File: config.mk
export PLATFORM = sky130hd
export DESIGN_NAME = dmem_loader_ctrl
export DESIGN_NICKNAME = d
export VERILOG_FILES = /design/src/rtl/dmem_loader_ctrl.sv
export SDC_FILE = /design/constraint.sdc
export NUM_CORES = 1
export LEC_CHECK = 0
export ABC_AREA = 0
export BUFFER_PORTS_ARGS = -buffer_cell sky130_fd_sc_hd__buf_2
export CAP_MARGIN = 30
export CORE_MARGIN = 2
export CORE_UTILIZATION = 40
export CTS_CLUSTER_DIAMETER = 150
export DETAILED_ROUTE_END_ITERATION = 16
export SKIP_LAST_GASP = 1
export SLEW_MARGIN = 20
export SYNTH_ARGS = -nofsm -noshare
export SYNTH_HDL_FRONTEND = slang
export SYNTH_SLANG_ARGS = --single-unit
File: constraint.sdc
create_clock -name clk -period 2.3 [get_ports clk]
set_input_delay 0.23 -clock clk [delete_from_list [all_inputs] [get_ports clk]]
set_output_delay 0.23 -clock clk [all_outputs]
set_load 0.01 [all_outputs]
File: src/rtl/dmem_loader_ctrl.sv
// Host loader: streams a byte image into data-memory port 0, starts the cores,
// waits for every end-of-program flag, then streams a result window back out.
module dmem_loader_ctrl #(
  parameter int                    reg_width    = 12,
  parameter int                    addr_width   = 12,
  parameter int                    core_count   = 2,
  parameter int                    load_count   = 256,
  parameter logic [addr_width-1:0] result_base  = 12'h100,
  parameter int                    result_count = 16
) (
  input  logic                  clk,
  input  logic                  reset,
  input  logic [7:0]            rx_data,
  input  logic                  rx_valid,
  output logic                  rx_ready,
  output logic [7:0]            tx_data,
  output logic                  tx_valid,
  input  logic                  tx_ready,
  output logic [addr_width-1:0] mem_address,
  output logic [reg_width-1:0]  mem_datain,
  output logic                  mem_write,
  input  logic [reg_width-1:0]  mem_dataout,
  output logic                  mem_owner,
  output logic                  start,
  input  logic [core_count-1:0] endop_signal,
  output logic                  busy,
  output logic                  done
);

  localparam int CW = addr_width + 1;
  localparam logic [CW-1:0] LOAD_LAST = CW'(load_count - 1);
  localparam logic [CW-1:0] RES_LAST  = CW'(result_count - 1);

  typedef enum logic [3:0] {
    S_LOAD_LO,
    S_LOAD_HI,
    S_WRITE,
    S_START,
    S_RUN,
    S_RD_ADDR,
    S_RD_WAIT,
    S_TX_LO,
    S_TX_HI,
    S_DONE
  } state_t;

  state_t                  r_state;
  logic [addr_width-1:0]   r_addr;
  logic [CW-1:0]           r_cnt;
  logic [reg_width-1:0]    r_word;
  logic                    r_run_armed;

  state_t                  w_state_nxt;
  logic [addr_width-1:0]   w_addr_nxt;
  logic [CW-1:0]           w_cnt_nxt;
  logic [reg_width-1:0]    w_word_nxt;
  logic                    w_armed_nxt;

  always_ff @(posedge clk) begin
    if (reset) begin
      r_state     <= S_LOAD_LO;
      r_addr      <= '0;
      r_cnt       <= '0;
      r_word      <= '0;
      r_run_armed <= 1'b0;
    end else begin
      r_state     <= w_state_nxt;
      r_addr      <= w_addr_nxt;
      r_cnt       <= w_cnt_nxt;
      r_word      <= w_word_nxt;
      r_run_armed <= w_armed_nxt;
    end
  end

  always_comb begin
    w_state_nxt = r_state;
    w_addr_nxt  = r_addr;
    w_cnt_nxt   = r_cnt;
    w_word_nxt  = r_word;
    w_armed_nxt = r_run_armed;
    rx_ready    = 1'b0;
    tx_valid    = 1'b0;
    tx_data     = '0;
    mem_write   = 1'b0;
    mem_address = r_addr;
    mem_datain  = '0;
    mem_owner   = 1'b1;
    start       = 1'b0;
    busy        = 1'b1;
    done        = 1'b0;

    case (r_state)
      S_LOAD_LO: begin
        rx_ready = 1'b1;
        if (rx_valid) begin
          w_word_nxt[7:0] = rx_data;
          w_state_nxt     = S_LOAD_HI;
        end
      end
      S_LOAD_HI: begin
        rx_ready = 1'b1;
        // Truncating cast drops the high-byte bits that do not fit the word.
        if (rx_valid) begin
          w_word_nxt  = reg_width'({rx_data, r_word[7:0]});
          w_state_nxt = S_WRITE;
        end
      end
      S_WRITE: begin
        mem_write  = 1'b1;
        mem_datain = r_word;
        w_addr_nxt = r_addr + 1'b1;
        w_cnt_nxt  = r_cnt + 1'b1;
        w_state_nxt = (r_cnt == LOAD_LAST) ? S_START : S_LOAD_LO;
      end
      S_START: begin
        start       = 1'b1;
        mem_owner   = 1'b0;
        w_armed_nxt = 1'b0;
        w_state_nxt = S_RUN;
      end
      S_RUN: begin
        // First RUN cycle only arms the check, masking flags left from a prior run.
        mem_owner   = 1'b0;
        w_armed_nxt = 1'b1;
        if (r_run_armed && (&endop_signal)) begin
          w_addr_nxt  = result_base;
          w_cnt_nxt   = '0;
          w_state_nxt = S_RD_ADDR;
        end
      end
      S_RD_ADDR: begin
        w_state_nxt = S_RD_WAIT;
      end
      S_RD_WAIT: begin
        w_word_nxt  = mem_dataout;
        w_state_nxt = S_TX_LO;
      end
      S_TX_LO: begin
        tx_valid = 1'b1;
        tx_data  = r_word[7:0];
        if (tx_ready) w_state_nxt = S_TX_HI;
      end
      S_TX_HI: begin
        tx_valid = 1'b1;
        tx_data  = 8'(r_word >> 8);
        if (tx_ready) begin
          w_addr_nxt  = r_addr + 1'b1;
          w_cnt_nxt   = r_cnt + 1'b1;
          w_state_nxt = (r_cnt == RES_LAST) ? S_DONE : S_RD_ADDR;
        end
      end
      S_DONE: begin
        busy = 1'b0;
        done = 1'b1;
      end
      default: w_state_nxt = S_LOAD_LO;
    endcase

    // Outputs take their idle values for the whole reset cycle, not one edge later.
    if (reset) begin
      rx_ready    = 1'b0;
      tx_valid    = 1'b0;
      tx_data     = '0;
      mem_write   = 1'b0;
      mem_address = '0;
      mem_datain  = '0;
      mem_owner   = 1'b1;
      start       = 1'b0;
      busy        = 1'b1;
      done        = 1'b0;
    end
  end

endmodule

==> results of run 1 <==
[registers in the layout, summed over array words and instances (netlist names)]
| signal | cells |
|---|---|
| r_state | 4 |
| r_addr | 12 |
| r_run_armed | 1 |
| r_word | 12 |
| r_cnt | 13 |
[cell type report]
class                           count  area (sq um)
Fill cell                         696          3430
Multi-Input combinational cell    269          1850
Sequential cell                    42           843
Timing Repair Buffer               79           445
Tap cell                           96           120
Clock buffer                        7          86.3
Inverter                            4          15.0
Clock inverter                      1          5.00
[Yosys cell counts, drive strengths merged (3+ instances only)]
| cell type | instances | area, sq um |
|---|---|---|
| a2111oi | 8 | 120 |
| a211oi | 20 | 150 |
| a21oi | 19 | 98.9 |
| a22oi | 4 | 30.0 |
| and2 | 16 | 100 |
| and3 | 4 | 25.0 |
| buf | 14 | 78.8 |
| clkbuf | 13 | 48.8 |
| dfxtp | 42 | 841 |
| inv | 4 | 15.0 |
| mux2i | 27 | 270 |
| nand2 | 36 | 135 |
| nand2b | 28 | 175 |
| nand3 | 7 | 35.0 |
| nand3b | 3 | 22.5 |
| nand4 | 3 | 18.8 |
| nor2 | 25 | 93.8 |
| nor2b | 21 | 131 |
| o2bb2ai | 3 | 26.3 |
| or3 | 3 | 23.8 |
[kinds of logic after synthesis]
group,after synthesis,share of synthesized area (%)
buffers and inverters,31,5.08
xor gates and xnor gates,1,0.312
AOI/OAI and AO/OA,71,20.0
DFF,42,30.0
muxes,28,10.0
adders and majority gates,2,0.892
and+or+nand+nor,167,33.7
[routing by layer]
layer  GRT usage [%]  vias to the layer above
met3            4.43                        6
met5               0                        -
met4            5.31                        0
met2            27.8                       44
li1                -                     1338
met1            25.5                     1177
[per-stage QoR]
stage               power, uW  cells  util (%)
global route             1590    498      49.5
CTS                      1530    498      49.4
global placement         1010    490      48.1
finish                   1510    498      49.5
floorplan                 937    342         -
detailed placement       1010    490      48.1
[cell usage in the layout (no fill, tap or decap), drive strengths merged, types with 16 or more instances in the layout]
master,count
mux2i,27
buf,79
and2,16
dfxtp,42
nand2b,28
a211oi,20
nor2,25
nand2,36
a21oi,19
nor2b,21
[report_power, final]
group	total, uW	switching [uW]	internal (uW)	leakage, uW
clock network	512	269	243	0.0000482
logic	212	119	93.7	0.000928
registers	783	29.4	754	0.000342
total	1510	417	1090	0.00132
[final timing paths]
path,startpoint,end,cells past startpoint
worst max-delay path,r_state[3]$_SDFFE_PP0P_,mem_datain[8],7
worst min-delay path,mem_dataout[8],r_word[8]$_SDFFE_PP0P_,3
worst max register to register,r_state[0]$_SDFFE_PP0P_,r_cnt[3]$_SDFFE_PP0P_,6
worst min register to register,r_cnt[12]$_SDFFE_PP0P_,r_cnt[12]$_SDFFE_PP0P_,2
[tightest hold or removal path: stages]
cell and delay (ns):
buf_2 0.09, a21oi_1 0.11, a211oi_1 0.07
==> results.py, run 1 <==
metrics = {
    "global_route": {
        "grt_pass1_vias": 2338,
        "grt-ovfl-total": 0,
        "grt_pass1_wl_microns": 11200,
        "grtUsageTotal_pct": 18.2,
        "grt_max_degree": 47,
        "antenna_found_initial": 0,
    },
    "placement": {
        "placed_cell_area_sq_mm": 0.00327,
        "place_hpwl_microns": 4700,
        "place.gp.congestion": 0.773,
        "port_buffers": 64,
        "pre_cts_ws_ns": 0.345,
    },
    "floorplan": {
        "die_width_microns": 87.7,
        "start_util_pct": 41.3,
        "std_cell_rows": 30,
        "ios": 65,
        "fp.coreArea_sq_mm": 0.00679,
        "die-area_sq_mm": 0.00770,
        "die_y_microns": 87.7,
    },
    "setup_path": {
        "critPathMaxFanout": 13,
        "path_buf_inv": 3,
        "start_kind": "flop",
        "worstPathCellList": "buf_4 -> nor2_1 -> nand2_1 -> nor2_1 -> buf_4 -> and2_1 -> buf_2",
        "path_class": "reg -> out",
        "ff2ff_setup_slack_ns": 0.35,
        "path_delay_family": "simple AND/OR/NAND/NOR gates",
        "crit_required_ns": 2.07,
        "crit_path_end_kind": "output port",
        "crit_arrival_ns": 1.93,
        "slowest_stage": "dfxtp_1",
        "slowest_delay_ns": 0.43,
    },
    "status": {
        "outcome": "finished, final reports clean",
    },
    "sta": {
        "setup_tns_ns": 0,
        "fin_skew_ns": 0.00982,
        "timing.fmax_mhz": 463,
        "worst_pin_slew_ns": 0.596,
        "setup_slack_ns": 0.138,
        "post-route-min-period_ns": 2.16,
        "fin_crit_sh_pct": 94.0,
        "whs_ns": 0.247,
        "slew_headroom_pct": 60.2,
        "hold_viol": 0,
        "setup_viol": 0,
        "slew_violations": 0,
        "rsz0062_at_grt": "false",
    },
    "drt": {
        "route.detailed.drc": 0,
        "wl_met2_microns": 2950,
        "first_pass_iters": 4,
        "top_layer": "met4",
        "drt_iter0_drc": 114,
        "routedWlPerCell_microns": 13.3,
        "wl_met3_microns": 332,
        "drt-met1-wl_microns": 3250,
        "viasPerCell": 5.15,
        "num_vias": 2565,
        "drt_wl_total_microns": 6620,
        "postRouteAntennaNets": 0,
    },
    "yosys": {
        "syn_inst": 342,
        "synth-main-ff-cell": "dfxtp_1",
        "yosys_warnings": 0,
        "synth_cell_types": 58,
        "syn_area_sq_mm": 0.00281,
        "synth_edf_count": 0,
        "synth_seq_cells": 42,
        "ys_seq_area_share_pct": 30.0,
        "async_flop_share_pct": 0,
        "synth_fp_nets": 370,
        "synth.avg_cell_area_sq_um": 8.20,
    },
    "layout": {
        "drive_gt1_share_pct": 26.6,
        "fin_nets": 429,
        "syn_to_final_growth_pct": 19.8,
        "design_area_sq_mm": 0.00336,
        "n_antenna_cell": 0,
    },
    "flow_run": {
        "max_cap_violations": 0,
    },
    "hold_path": {
        "min_path_type": "in -> reg",
    },
    "clock_network": {
        "cts_max_path_buffers": 2,
        "numCtsBuffers": 5,
        "path_clk_slew_ns": 0.08,
        "root_buffer": "clkbuf_8",
        "cts_max_level": 2,
        "holdBufCountCts": 0,
        "cts.sinks": 42,
        "cts_tree": "done",
        "ctsResizeCount": 0,
        "clock_latency_ns": 0.30,
        "postCtsSetupBuffers": 0,
    },
    "power": {
        "irDropWorstVdd_v": 0.000199,
        "p_per_area_mw_per_mm2": 448,
        "p_leak_uw": 0.00132,
    },
}
Note: power is estimated with default switching activity, not from simulation.
==> run 2: changes to the inputs <==
--- a/config.mk
+++ b/config.mk
@@ -8,6 +8,7 @@
 export ABC_AREA = 0
 export BUFFER_PORTS_ARGS = -buffer_cell sky130_fd_sc_hd__buf_2
 export CAP_MARGIN = 30
+export CORE_ASPECT_RATIO = 0.9
 export CORE_MARGIN = 2
 export CORE_UTILIZATION = 40
 export CTS_CLUSTER_DIAMETER = 150
==> results.py, run 2 (synthesis gave the netlist of run 1 again) <==
metrics = {
    "status": {
        "outcome": "finished, final reports clean",
    },
    "power": {
        "p_seq_share_pct": 49.4,
        "power.internal_uw": 1170,
        "combinationalPowerShare_pct": 13.3,
        "p_sw_share_pct": 26.4,
        "p_leak_uw": 0.00131,
        "p_per_area_mw_per_mm2": 474,
        "irDropWorstVdd_v": 0.000281,
        "p_switching_uw": 420,
        "clkPwrFrac_pct": 37.4,
    },
    "sta": {
        "timing.fmax_mhz": 465,
        "fin_skew_ns": 0.00799,
        "post-route-min-period_ns": 2.15,
        "slew_violations": 0,
        "fin_crit_sh_pct": 93.6,
        "setup_tns_ns": 0,
        "worst_pin_slew_ns": 0.885,
        "setup_viol": 0,
        "slew_headroom_pct": 41.0,
        "whs_ns": 0.259,
        "hold_viol": 0,
        "rsz0062_at_grt": "false",
    },
    "global_route": {
        "grt-ovfl-total": 0,
        "grtUsageTotal_pct": 18.5,
        "use_met2_pct": 29.0,
        "use_met3_pct": 3.36,
        "grt_pass1_wl_microns": 11600,
        "grt_pass1_vias": 2391,
        "antenna_found_initial": 0,
        "global_route.usage.met1_pct": 25.8,
        "grt_max_degree": 47,
        "busiest_layer": "met2",
    },
    "setup_path": {
        "critPathMaxFanout": 12,
        "start_kind": "flop",
        "crit_arrival_ns": 1.92,
        "path_class": "reg -> out",
        "reg2reg_depth": 5,
        "crit_path_end_kind": "output port",
        "crit_required_ns": 2.07,
    },
    "drt": {
        "drt_wl_total_microns": 6990,
        "first_pass_iters": 4,
        "num_vias": 2591,
        "drt_iter0_drc": 140,
        "route.detailed.drc": 0,
        "viasPerCell": 5.28,
        "postRouteAntennaNets": 0,
        "routedWlPerCell_microns": 14.2,
    },
    "floorplan": {
        "die_y_microns": 83.4,
        "std_cell_rows": 28,
        "start_util_pct": 41.9,
        "die-area_sq_mm": 0.00770,
        "die_width_microns": 92.3,
        "fp.coreArea_sq_mm": 0.00669,
        "ios": 65,
    },
    "hold_path": {
        "min_path_cells": 3,
        "min_path_type": "in -> reg",
    },
    "layout": {
        "largest_reg_flops": 13,
        "n_antenna_cell": 0,
        "drive_gt1_share_pct": 26.4,
        "top_register": "r_cnt",
        "syn_to_final_growth_pct": 19.5,
        "top_regs": "r_cnt: 13 flops, r_addr: 12 flops, r_word: 12 flops",
        "design_area_sq_mm": 0.00335,
        "mostFrequentLayoutCell": "buf_2",
        "final_cell_mix": "64 x buf_2, 41 x dfxtp_1, 36 x nand2_1",
        "fin_nets": 428,
    },
    "clock_network": {
        "cts_max_level": 2,
        "holdBufCountCts": 0,
        "numCtsBuffers": 5,
        "root_buffer": "clkbuf_8",
        "path_clk_slew_ns": 0.09,
        "cts_max_path_buffers": 2,
        "postCtsSetupBuffers": 0,
        "ctsResizeCount": 0,
        "cts_tree": "done",
        "cts.sinks": 42,
        "clock_latency_ns": 0.30,
    },
    "placement": {
        "port_buffers": 64,
        "placed_cell_area_sq_mm": 0.00324,
        "place.gp.congestion": 0.803,
        "place_hpwl_microns": 4980,
    },
    "flow_run": {
        "max_cap_violations": 0,
    },
}
run 2: cell types whose count changed in the layout (fill, tap and decap cells not counted), sizes merged:
cell,delta
buf,-1
bufinv,+1
clkbuf,-1
clkinv,-1
clkinvlp,+1
run 2: area by class of cell:
| type | count | area [sq um] |
|---|---|---|
| fill | 684 | 3340 |
| multi-input combinational | 269 | 1850 |
| sequential | 42 | 842 |
| timing repair buffer | 78 | 425 |
| tap | 90 | 113 |
| clock buffer | 6 | 72.6 |
| clock inverter | 2 | 37.5 |
| inverter | 4 | 15.0 |
run 2: worst paths after layout:
kind / slack [ns] / from / to
setup / recovery: 0.15 / r_state[1]$_SDFFE_PP0P_ / tx_data[7]
hold / removal: 0.26 / mem_dataout[1] / r_word[1]$_SDFFE_PP0P_
setup reg to reg: 0.38 / r_state[1]$_SDFFE_PP0P_ / r_addr[0]$_SDFFE_PP0P_
hold reg to reg: 0.47 / r_cnt[12]$_SDFFE_PP0P_ / r_cnt[12]$_SDFFE_PP0P_
run 2: critical path: stages, from the launching register on:
cell and delay, ns:
dfxtp_1 0.50, buf_4 0.24, and4b_2 0.37, nor2b_1 0.25
and2_1 0.15, buf_2 0.12
run 2: power groups by stage:
stage          combinational, uW  sequential (uW)  clock [uW]
2_1_floorplan                153              783           0
3_3_place_gp                 206              801           0
3_5_place_dp                 211              801           0
4_1_cts                      212              784         617
5_1_grt                      236              789         640
6_report                     211              785         594
run 2: metal layers:
metal / vias to the layer above / wire, microns
li1: 1340 / -
met1: 1201 / 3460
met2: 46 / 3240
met3: 4 / 236
met4: 0 / 49
met5: - / 0
run 2: metrics by stage:
stage                     power [uW]  std cells  setup WS, ns  util (%)
after CTS                       1610        491        0.0709      50.0
after global routing            1660        491        0.0305      50.1
final                           1590        491         0.148      50.1
after global placement          1010        483         0.421      48.4
after floorplan                  937        342         0.502         -
after detailed placement        1010        483         0.404      48.4
==> run 3: changes to the inputs <==
--- a/config.mk
+++ b/config.mk
@@ -9,7 +9,6 @@
 export BUFFER_PORTS_ARGS = -buffer_cell sky130_fd_sc_hd__buf_2
 export CAP_MARGIN = 30
 export CORE_ASPECT_RATIO = 0.9
-export CORE_MARGIN = 2
 export CORE_UTILIZATION = 40
 export CTS_CLUSTER_DIAMETER = 150
 export DETAILED_ROUTE_END_ITERATION = 16
==> results.py, run 3 (synthesis gave the netlist of run 1 again) <==
metrics = {
    "status": {
        "outcome": "finished, final reports clean",
    },
    "layout": {
        "syn_to_final_growth_pct": 20.9,
        "final_cell_mix": "64 x buf_2, 42 x dfxtp_1, 36 x nand2_1",
        "top_regs": "r_cnt: 13 flops, r_addr: 12 flops, r_word: 12 flops",
        "n_antenna_cell": 0,
        "fin_nets": 429,
        "drive_gt1_share_pct": 26.6,
        "mostFrequentLayoutCell": "buf_2",
        "largest_reg_flops": 13,
        "top_register": "r_cnt",
    },
    "placement": {
        "place.gp.congestion": 0.809,
        "place_hpwl_microns": 4910,
        "port_buffers": 64,
    },
    "drt": {
        "top_layer": "met4",
        "postRouteAntennaNets": 0,
        "wl_met3_microns": 247,
        "first_pass_iters": 4,
        "viasPerCell": 5.33,
        "wl_met2_microns": 3150,
        "drt_iter0_drc": 178,
        "drt_wl_total_microns": 6880,
        "num_vias": 2624,
        "drt-met1-wl_microns": 3460,
        "route.detailed.drc": 0,
        "routedWlPerCell_microns": 14.0,
    },
    "floorplan": {
        "ios": 65,
        "start_util_pct": 41.9,
        "fp.coreArea_sq_mm": 0.00669,
        "die-area_sq_mm": 0.00735,
        "die_y_microns": 81.4,
        "die_width_microns": 90.3,
        "std_cell_rows": 28,
    },
    "hold_path": {
        "min_path_type": "in -> reg",
        "hold_end": "r_word[1]$_SDFFE_PP0P_",
        "min_path_cells": 3,
        "hp-start": "mem_dataout[1]",
    },
    "power": {
        "power_uw": 1720,
        "p_leak_uw": 0.00133,
        "p_per_area_mw_per_mm2": 508,
        "irDropWorstVdd_v": 0.000215,
    },
    "setup_path": {
        "reg2reg_depth": 6,
        "crit_required_ns": 2.07,
        "ff2ff_setup_slack_ns": 0.35,
        "timing.rr.start": "r_state[1]$_SDFFE_PP0P_",
        "crit_path_end_kind": "output port",
        "crit_arrival_ns": 1.93,
        "critPathMaxFanout": 12,
        "start_kind": "flop",
        "path_class": "reg -> out",
        "r2r_end": "r_cnt[3]$_SDFFE_PP0P_",
    },
    "clock_network": {
        "numCtsBuffers": 5,
        "cts.sinks": 42,
        "cts_max_level": 2,
        "path_clk_slew_ns": 0.09,
        "clock_latency_ns": 0.30,
        "root_buffer": "clkbuf_8",
        "cts_max_path_buffers": 2,
        "cts_tree": "done",
    },
    "sta": {
        "rsz0062_at_grt": "false",
        "post-route-min-period_ns": 2.16,
        "worst_pin_slew_ns": 0.651,
        "whs_ns": 0.250,
        "setup_viol": 0,
        "fin_skew_ns": 0.0113,
        "slew_headroom_pct": 56.6,
        "slew_violations": 0,
        "hold_viol": 0,
        "timing.fmax_mhz": 463,
        "fin_crit_sh_pct": 93.9,
        "setup_tns_ns": 0,
    },
    "global_route": {
        "grt_max_degree": 47,
        "grtUsageTotal_pct": 19.7,
        "antenna_found_initial": 0,
        "grt_pass1_wl_microns": 11900,
        "grt-ovfl-total": 0,
        "grt_pass1_vias": 2463,
    },
    "flow_run": {
        "max_cap_violations": 0,
    },
}
-- run 3: cell count changes in the layout (fill, tap and decap cells not counted), sizes merged --
cell      before  now
buf           78   79
bufinv         1    2
clkbuf         6    5
clkinv         0    1
clkinvlp       1    0
-- run 3: metal layers --
| layer | track usage, % | up-vias |
|---|---|---|
| met5 | 0 | - |
| met4 | 4.68 | 0 |
| met3 | 3.33 | 2 |
| met2 | 31.6 | 50 |
| met1 | 27.7 | 1229 |
| li1 | - | 1343 |
-- run 3: how the worst max path moves through the flow --
stage | to | from | cells after the start
after global routing | mem_owner | r_state[0]$_SDFFE_PP0P_ | 6
after floorplan | r_addr[6]$_SDFFE_PP0P_ | r_state[0]$_SDFFE_PP0P_ | 7
after CTS | mem_datain[0] | r_state[1]$_SDFFE_PP0P_ | 5
final | tx_data[4] | r_state[0]$_SDFFE_PP0P_ | 4
after detailed placement | mem_datain[0] | r_state[1]$_SDFFE_PP0P_ | 5
after global placement | mem_datain[0] | r_state[1]$_SDFFE_PP0P_ | 5
-- run 3: layout make-up --
cell class | instances | area, sq um
fillers | 672 | 3300
flip-flops and latches | 42 | 841
multi-input cells | 269 | 1850
repair buffers | 79 | 433
clock inverters | 3 | 68.8
clock buffers | 5 | 68.8
inverters | 4 | 15.0
well taps | 90 | 113
-- run 3: power by group --
group	leakage (uW)	switching (uW)	internal [uW]
Clock	0.0000683	290	436
Sequential	0.000341	29.3	753
Combinational	0.000921	122	92.4
-- run 3: per-stage QoR --
step                      cell area, sq um  util [%]  cells  setup WS [ns]
after floorplan                       2810         -    342          0.502
after global placement                3250      48.5    484          0.234
after detailed placement              3250      48.5    484          0.234
after CTS                             3390      50.6    492         0.0792
after global routing                  3390      50.7    492        0.00814
final                                 3390      50.7    492          0.139
-- run 3: worst max-delay path, stage by stage (launching register included) --
cell and delay [ns]:
dfxtp_1 0.62, and4b_2 0.45, nor2b_1 0.28, and2_1 0.16, buf_2 0.13
-- run 3: what timing repair did --
action	4_1_cts	5_1_grt
endpoints found under the setup margin	12	16
hold buffers	0	0
resized for setup	1	2
setup buffers	0	0
